`config.mk`:
```
export PLATFORM = sky130hd
export DESIGN_NAME = steering_ramp_controller
export DESIGN_NICKNAME = d
export VERILOG_FILES = /design/src/rtl/steering_ramp_controller.sv
export SDC_FILE = /design/constraint.sdc
export NUM_CORES = 1
export LEC_CHECK = 0
export ABC_AREA = 1
export ABC_CLOCK_PERIOD_IN_PS = 4090
export BUFFER_PORTS_ARGS = -buffer_cell sky130_fd_sc_hd__buf_2
export CAP_MARGIN = 20
export CORE_ASPECT_RATIO = 1.1
export CORE_MARGIN = 2
export CORE_UTILIZATION = 56
export DETAILED_ROUTE_END_ITERATION = 16
export MAX_ROUTING_LAYER = met4
export PLACE_DENSITY = 0.95
export SLEW_MARGIN = 20
export SYNTH_ARGS = -nofsm -noshare
export SYNTH_HDL_FRONTEND = slang
export SYNTH_SLANG_ARGS = --single-unit
```
`constraint.sdc`:
```
create_clock -name clk -period 4.09 [get_ports clk]
set_input_delay 0.818 -clock clk [delete_from_list [all_inputs] [get_ports clk]]
set_output_delay 0.818 -clock clk [all_outputs]
set_load 0.005 [all_outputs]
```
`src/rtl/steering_ramp_controller.sv`:
```
// Slew-limited duty/direction sequencer for the H-bridge steering driver.
// Reversals brake to zero and hold there for a dead time before the direction flips.
module steering_ramp_controller #(
  parameter int COUNT_SIZE  = 4,
  parameter int STEP        = 1,
  parameter int TICK_DIV    = 1024,
  parameter int DEAD_CYCLES = 64
) (
  input  logic        clk,
  input  logic        reset,
  input  logic [31:0] cmd_in,
  input  logic        cmd_valid,
  output logic [31:0] steer_word,
  output logic        busy,
  output logic        at_target
);
  localparam int PW = (TICK_DIV > 1) ? $clog2(TICK_DIV) : 1;
  localparam int DW = $clog2(DEAD_CYCLES + 1);
  localparam logic [COUNT_SIZE:0] STEP_W = (COUNT_SIZE+1)'(STEP);

  typedef enum logic [1:0] {HOLD, RAMP, BRAKE, DEAD} state_t;

  state_t                state, state_nxt;
  logic [COUNT_SIZE-1:0] duty, duty_nxt, tgt_duty;
  logic                  dir, dir_nxt, tgt_dir, clr;
  logic [PW-1:0]         presc;
  logic [DW-1:0]         dead_cnt, dead_nxt;
  logic                  tick, soft_clr;
  logic [COUNT_SIZE:0]   up_gap, dn_gap;
  logic                  unused_cmd;

  assign unused_cmd = ^cmd_in[29:COUNT_SIZE];
  assign tick       = (presc == PW'(TICK_DIV - 1));
  assign soft_clr   = cmd_valid & cmd_in[31];
  assign up_gap     = {1'b0, tgt_duty} - {1'b0, duty};
  assign dn_gap     = {1'b0, duty} - {1'b0, tgt_duty};

  // The state is re-derived every clock from the registered targets, so a
  // new target or a tick landing on a state entry is handled by the new state.
  always_comb begin
    state_nxt = HOLD;
    duty_nxt  = duty;
    dir_nxt   = dir;
    dead_nxt  = '0;
    if (dir != tgt_dir)       state_nxt = (duty != '0) ? BRAKE : DEAD;
    else if (duty != tgt_duty) state_nxt = RAMP;
    unique case (state_nxt)
      RAMP: begin
        if (tick && (duty < tgt_duty))
          duty_nxt = (up_gap <= STEP_W) ? tgt_duty : duty + STEP_W[COUNT_SIZE-1:0];
        else if (tick)
          duty_nxt = (dn_gap <= STEP_W) ? tgt_duty : duty - STEP_W[COUNT_SIZE-1:0];
      end
      BRAKE: begin
        if (tick)
          duty_nxt = ({1'b0, duty} <= STEP_W) ? '0 : duty - STEP_W[COUNT_SIZE-1:0];
      end
      DEAD: begin
        // Direction may only flip after duty has sat at zero for the full count.
        if (dead_cnt == DW'(DEAD_CYCLES - 1)) dir_nxt  = tgt_dir;
        else                                  dead_nxt = dead_cnt + 1'b1;
      end
      default: ;
    endcase
  end

  always_ff @(posedge clk or posedge reset) begin
    if (reset) begin
      state    <= HOLD;
      duty     <= '0;
      dir      <= 1'b0;
      tgt_duty <= '0;
      tgt_dir  <= 1'b0;
      presc    <= '0;
      dead_cnt <= '0;
      clr      <= 1'b0;
    end else begin
      presc <= tick ? '0 : presc + 1'b1;
      if (soft_clr) begin
        state    <= HOLD;
        duty     <= '0;
        tgt_duty <= '0;
        dead_cnt <= '0;
        clr      <= 1'b1;
      end else begin
        state    <= state_nxt;
        duty     <= duty_nxt;
        dir      <= dir_nxt;
        dead_cnt <= dead_nxt;
        clr      <= 1'b0;
        if (cmd_valid) begin
          tgt_duty <= cmd_in[COUNT_SIZE-1:0];
          tgt_dir  <= cmd_in[30];
        end
      end
    end
  end

  always_comb begin
    steer_word                   = '0;
    steer_word[31]               = clr;
    steer_word[30]               = dir;
    steer_word[COUNT_SIZE-1:0]   = duty;
    busy                         = (state != HOLD);
    at_target                    = (state == HOLD) && (duty == tgt_duty) && (dir == tgt_dir);
  end
endmodule

```
==> results of run 1 <==
-- registers in the layout, indices dropped and copies added (netlist names) --
register and count:
dir 1, state 2, tgt_duty 4, duty 4, presc 10, dead_cnt 7, clr 1, tgt_dir 1
-- metal layers --
metal  vias up  share of wire (%)  global-route usage, %  routed length [um]
met5         -                  0                      -                   0
met4         0                3.8                   13.9                 163
met3        19                5.8                   5.64                 244
met2        78                 51                   36.0                2150
met1       837                 40                   22.5                1680
li1        890                  -                      -                   -
-- metrics by stage --
step / cell area (um2) / setup WS, ns / cells / hold WS [ns]
after detailed placement: 2280 / 1.47 / 349 / 0.460
after floorplan: 2340 / 1.89 / 311 / 0.433
after global placement: 2250 / 1.47 / 348 / 0.455
final: 2380 / 1.08 / 357 / 0.470
after CTS: 2380 / 1.14 / 357 / 0.467
after global routing: 2380 / 0.923 / 357 / 0.493
-- cells in the final DEF (no fill, tap or decap), drive strengths merged, types with 2 or more instances in the layout --
cell type  synthesis  layout
nand2             57      57
nand3             41      41
inv               37      37
dfrtp             30      30
nor2              30      30
conb               1      26
buf               30      17
ha                14      14
a21oi             10      10
o21ai              7       7
xor2               6       6
clkbuf             1       6
xnor2              5       5
nand4              4       4
nor3b              3       3
clkinv             1       2
or2                2       2
fa                 2       2
nor3               2       2
-- where the power goes --
part / switching (mW) / internal [mW] / leakage, nW / total (mW)
combinational: 0.0818 / 0.0419 / 0.814 / 0.124
clock: 0.113 / 0.135 / 0.0472 / 0.248
sequential: 0.00798 / 0.310 / 0.389 / 0.318
total: 0.203 / 0.487 / 1.25 / 0.689
-- area by class of cell --
class	instances	area, um2
fillers	325	1530
multi-input cells	212	1210
flip-flops and latches	30	751
inverters	38	144
repair buffers	17	108
clock buffers	6	82.6
well taps	52	65.1
clock inverters	2	12.5
-- critical path: cells and delay by family (launching register included) --
kind | cells | cell delay, ns
and+or+nand+nor | 3 | 0.56
DFF | 1 | 0.54
adders and majority gates | 1 | 0.45
buffers and inverters | 3 | 0.35
-- path summary, 6_finish.rpt --
path | slack (ns) | to | start | cells past startpoint
hold / removal | 0.47 | dead_cnt[0]$_DFF_PP0_ | dead_cnt[0]$_DFF_PP0_ | 1
hold reg to reg | 0.47 | dead_cnt[0]$_DFF_PP0_ | dead_cnt[0]$_DFF_PP0_ | 1
setup reg to reg | 1.74 | duty[3]$_DFFE_PP0P_ | duty[0]$_DFFE_PP0P_ | 12
setup / recovery | 1.08 | at_target | duty[2]$_DFFE_PP0P_ | 7
min in group asynchronous | 0.55 | dead_cnt[3]$_DFF_PP0_ | reset | 2
max in group asynchronous | 3.08 | presc[1]$_DFF_PP0_ | reset | 3
-- cells by family after synthesis --
family	Yosys count
and+or+nand+nor	141
buffers and inverters	69
DFF	30
AOI/OAI and AO/OA	18
adders and majority gates	16
xor gates and xnor gates	11
other	1
==> flow_metrics.py, run 1 <==
metrics = {
    "grt": {
        "grt.overflow.total": 0,
        "antenna_found_initial": 0,
        "grt_pass1_vias": 1737,
        "globalRouteTotalUtil_pct": 21.7,
        "grt_pass1_wl_mm": 7.32,
        "grt_max_degree": 21,
    },
    "placed_design": {
        "dp_hpwl_mm": 3.32,
        "port_buffers": 16,
        "place_congestion": 0.861,
    },
    "drt": {
        "wire_per_inst_um": 11.9,
        "routed_wl_mm": 4.24,
        "vias_per_cell": 5.11,
        "vias": 1824,
        "firstDrtPassIters": 4,
        "dr.first_iter.drc_count": 77,
        "drc": 0,
        "final_antenna_net_count": 0,
    },
    "clock_tree": {
        "hold_buffers": 0,
        "post_cts_buffers": 0,
        "cts_repair_resize_count": 0,
        "htree_levels": 2,
        "cts_root_buffer": "clkbuf_8",
        "cts_sinks": 30,
        "cts_tree": "built",
        "cts_buffer_depth": 2,
        "insertion_delay_ns": 0.28,
        "cts_buffers": 5,
        "path_clk_slew_ns": 0.07,
    },
    "synth": {
        "synth_ff_type": "dfrtp_1",
        "syn_area_um2": 2240,
        "synth_cells": 286,
        "synthXorXnorAreaFrac_pct": 4.63,
        "post-synth-top-count-cell": "nand2_1",
        "synth_top_cell_by_area": "dfrtp_1",
        "synth-simple-area-share_pct": 30.6,
        "synth_common_cells": "nand2_1 (52), nand3_1 (39), inv_1 (32)",
        "ys_ff_latch": 30,
        "synthMuxAreaShare_pct": 0,
        "synth.distinct_cells": 35,
        "synthAdderAreaFrac_pct": 9.59,
        "synth_compound_gate_area_share_pct": 4.91,
        "yosys_warnings": 0,
        "synth_top_family_by_area": "simple AND/OR/NAND/NOR gates",
        "synth-async-reset-ratio_pct": 100,
        "synth_top_area_share_pct": 33.5,
        "synth_area_leaders": "dfrtp_1 (33%), buf_4 (10%), nand3_1 (8.7%), nand2_1 (8.7%), ha_1 (7.8%)",
        "synth-seq-area-share_pct": 33.5,
        "avgSynthCellArea_um2": 7.84,
        "synth-edff-count": 0,
    },
    "timing": {
        "setup_viol": 0,
        "hold_viol_final": 0,
        "fmax_ghz": 0.332,
        "min_period_ns": 3.01,
        "rsz0062_at_grt": "false",
        "finalSetupTns_ns": 0,
        "period_share_pct": 73.6,
        "drv_slew": 0,
        "fin_skew_ns": 0.00492,
    },
    "power": {
        "p_total_uw": 689,
        "p_leak_nw": 1.25,
        "p_per_area_nw_per_um2": 290,
        "vdd_ir_drop_max_v": 0.000269,
    },
    "setup_path": {
        "cpPeakStageDelay_ns": 0.54,
        "cp-start-kind": "register",
        "timing.critical_path.mode_cell": "inv_1",
        "critPathCaptureType": "output port",
        "cpMaxStageDelayCell": "dfrtp_1",
        "arrival_ns": 2.19,
        "cp_cell_sequence": "inv_1, ha_1, nand2_1, nor2_1, inv_1, nor3_1, buf_2",
        "critPathKind": "reg2out",
        "crit_path_max_fanout": 8,
        "worstPathRequired_ns": 3.27,
    },
    "die": {
        "pin_count": 69,
        "core_um2": 3900,
        "die_y_um": 70.4,
        "rows": 24,
        "design.die.area_um2": 4530,
        "initial_core_util_pct": 57.5,
        "die_w_um": 64.4,
    },
    "final_layout": {
        "synthToLayoutAreaGrowth_pct": 5.91,
        "nNetsFinal": 355,
        "utilization_pct": 60.9,
        "drive_gt1_share_pct": 17.4,
        "diodes": 0,
    },
    "run_status": {
        "status": "completed",
    },
    "worst_hold_path": {
        "hp-class": "reg2reg",
    },
    "job": {
        "max_cap_violations": 0,
    },
}
No activity file was read; power rests on OpenSTA's default activity.
==> inputs of run 2 (changes only) <==
- ABC_CLOCK_PERIOD_IN_PS: 4090 -> 2700
- CORE_UTILIZATION: 56 -> 47
- PLACE_DENSITY: 0.95 -> 0.86
- clock period: 4.09 -> 2.7 ns (I/O delays scaled with it)
==> run 2 against run 1 <==
Net effect:
- first-iteration DRC count is 9.1% higher
- design area increased by 0.47%
- register-to-register slack got worse by 1.2 ns
- non-clock buffer count is 4 higher
- routed wire length is 1.1% higher
- die area rose by 18%
- via count is 0.16% higher
- combinational power increased by 48%
- clock-buffer cell count is 1 higher
- critical endpoint unchanged
==> flow_metrics.py, run 2 (synthesized netlist as in run 1, its figures left out) <==
metrics = {
    "placed_design": {
        "place_ws_ns": 0.577,
        "place_congestion": 0.936,
        "port_buffers": 16,
        "dp_hpwl_mm": 3.34,
    },
    "timing": {
        "worst_slack_ns": 0.294,
        "fin_skew_ns": 0.00671,
        "hold_viol_final": 0,
        "min_period_ns": 2.41,
        "period_share_pct": 89.1,
        "setup_viol": 0,
        "rsz0062_at_grt": "false",
        "finalSetupTns_ns": 0,
        "fmax_ghz": 0.416,
        "drv_slew": 0,
    },
    "final_layout": {
        "layout_commonest_cell": "nand2_1",
        "regMostFlops": "presc",
        "drive_gt1_share_pct": 18.1,
        "nNetsFinal": 359,
        "largest_register_ffs": 10,
        "synthToLayoutAreaGrowth_pct": 6.41,
        "seq_area_um2": 751,
        "fillers": 451,
        "multi_input_area_um2": 1210,
        "diodes": 0,
        "reg.largest.list": "presc: 10 flops, dead_cnt: 7 flops",
        "final_cell_mix": "nand2_1 (52), nand3_1 (39), inv_1 (32), dfrtp_1 (30), conb_1 (26)",
    },
    "setup_path": {
        "timing.critical_path.mode_cell": "inv_1",
        "critPathKind": "reg2out",
        "cpMaxStageDelayCell": "ha_1",
        "cp_cell_sequence": "inv_1, ha_1, nand2_1, nor2_1, inv_1, nor3_1, buf_2",
        "cp-start-kind": "register",
        "path_buf_inv": 3,
        "worstPathRequired_ns": 2.16,
        "critPathCaptureType": "output port",
        "cpPeakStageDelay_ns": 0.45,
        "cp_top_family": "simple AND/OR/NAND/NOR gates",
        "arrival_ns": 1.87,
        "crit_path_max_fanout": 8,
    },
    "die": {
        "pin_count": 69,
        "die_w_um": 69.9,
        "design.die.area_um2": 5340,
        "die_y_um": 76.5,
        "core_um2": 4620,
        "rows": 26,
        "initial_core_util_pct": 48.6,
    },
    "clock_tree": {
        "cts_root_buffer": "clkbuf_8",
        "post_cts_buffers": 0,
        "cts_sinks": 30,
        "hold_buffers": 0,
        "insertion_delay_ns": 0.28,
        "cts_buffer_depth": 2,
        "cts_buffers": 5,
        "cts_repair_resize_count": 0,
        "path_clk_slew_ns": 0.07,
        "htree_levels": 2,
        "cts_tree": "built",
    },
    "drt": {
        "drc": 0,
        "routed_wl_mm": 4.29,
        "final_antenna_net_count": 0,
        "firstDrtPassIters": 4,
        "vias_per_cell": 5.01,
        "wire_per_inst_um": 11.7,
        "dr.first_iter.drc_count": 84,
        "vias": 1827,
    },
    "grt": {
        "grt_max_degree": 31,
        "antenna_found_initial": 0,
        "grt_pass1_wl_mm": 7.42,
        "grt_pass1_vias": 1768,
        "globalRouteTotalUtil_pct": 17.7,
        "grt.overflow.total": 0,
    },
    "worst_hold_path": {
        "hp-class": "in2async",
    },
    "job": {
        "max_cap_violations": 0,
    },
    "power": {
        "vdd_ir_drop_max_v": 0.000431,
        "p_leak_nw": 1.27,
        "p_per_area_nw_per_um2": 434,
    },
    "run_status": {
        "status": "completed",
    },
}
==> run 2: power breakdown <==
part	leakage, nW	switching [mW]	internal [mW]
combinational	0.828	0.123	0.0599
sequential	0.389	0.0121	0.469
clock	0.0482	0.168	0.205
==> run 2: worst paths after layout <==
kind	start	to	slack, ns	cells after the start
max	duty[2]$_DFFE_PP0P_	at_target	0.29	7
min	reset	dead_cnt[6]$_DFF_PP0_	0.31	3
max reg2reg	duty[0]$_DFFE_PP0P_	duty[0]$_DFFE_PP0P_	0.58	12
min reg2reg	dead_cnt[0]$_DFF_PP0_	dead_cnt[0]$_DFF_PP0_	0.47	1
max in group asynchronous	reset	presc[8]$_DFF_PP0_	2.10	3
min in group clk	dead_cnt[0]$_DFF_PP0_	dead_cnt[0]$_DFF_PP0_	0.47	1
==> run 2: tightest hold or removal path: stages <==
cell,delay [ns]
buf_2,0.09
inv_1,0.04
buf_4,0.34
==> run 2: layout make-up <==
cell class	count	share of cell area [%]
Sequential cell	30	31.4
Inverter	38	6.03
Tap cell	56	2.94
Multi-Input combinational cell	212	50.8
Clock buffer	7	3.62
Clock inverter	1	0.210
Timing Repair Buffer	21	4.93
==> run 2: per-layer routing <==
metal	track usage (%)	routed length [um]
met1	19.5	1740
met2	29.3	2170
met3	4.23	215
met4	9.62	163
met5	-	0
==> run 2: through the flow <==
| step | instance area, um2 | power (mW) | std cells | hold WS [ns] | util (%) |
|---|---|---|---|---|---|
| 6_report | 2390 | 1.04 | 365 | 0.312 | 51.7 |
| 5_1_grt | 2390 | 1.09 | 365 | 0.364 | 51.7 |
| 4_1_cts | 2390 | 1.05 | 365 | 0.317 | 51.7 |
| 3_5_place_dp | 2300 | 0.671 | 357 | 0.467 | 49.7 |
| 3_3_place_gp | 2300 | 0.663 | 357 | 0.451 | 49.7 |
| 2_1_floorplan | 2340 | 0.657 | 311 | 0.433 | - |
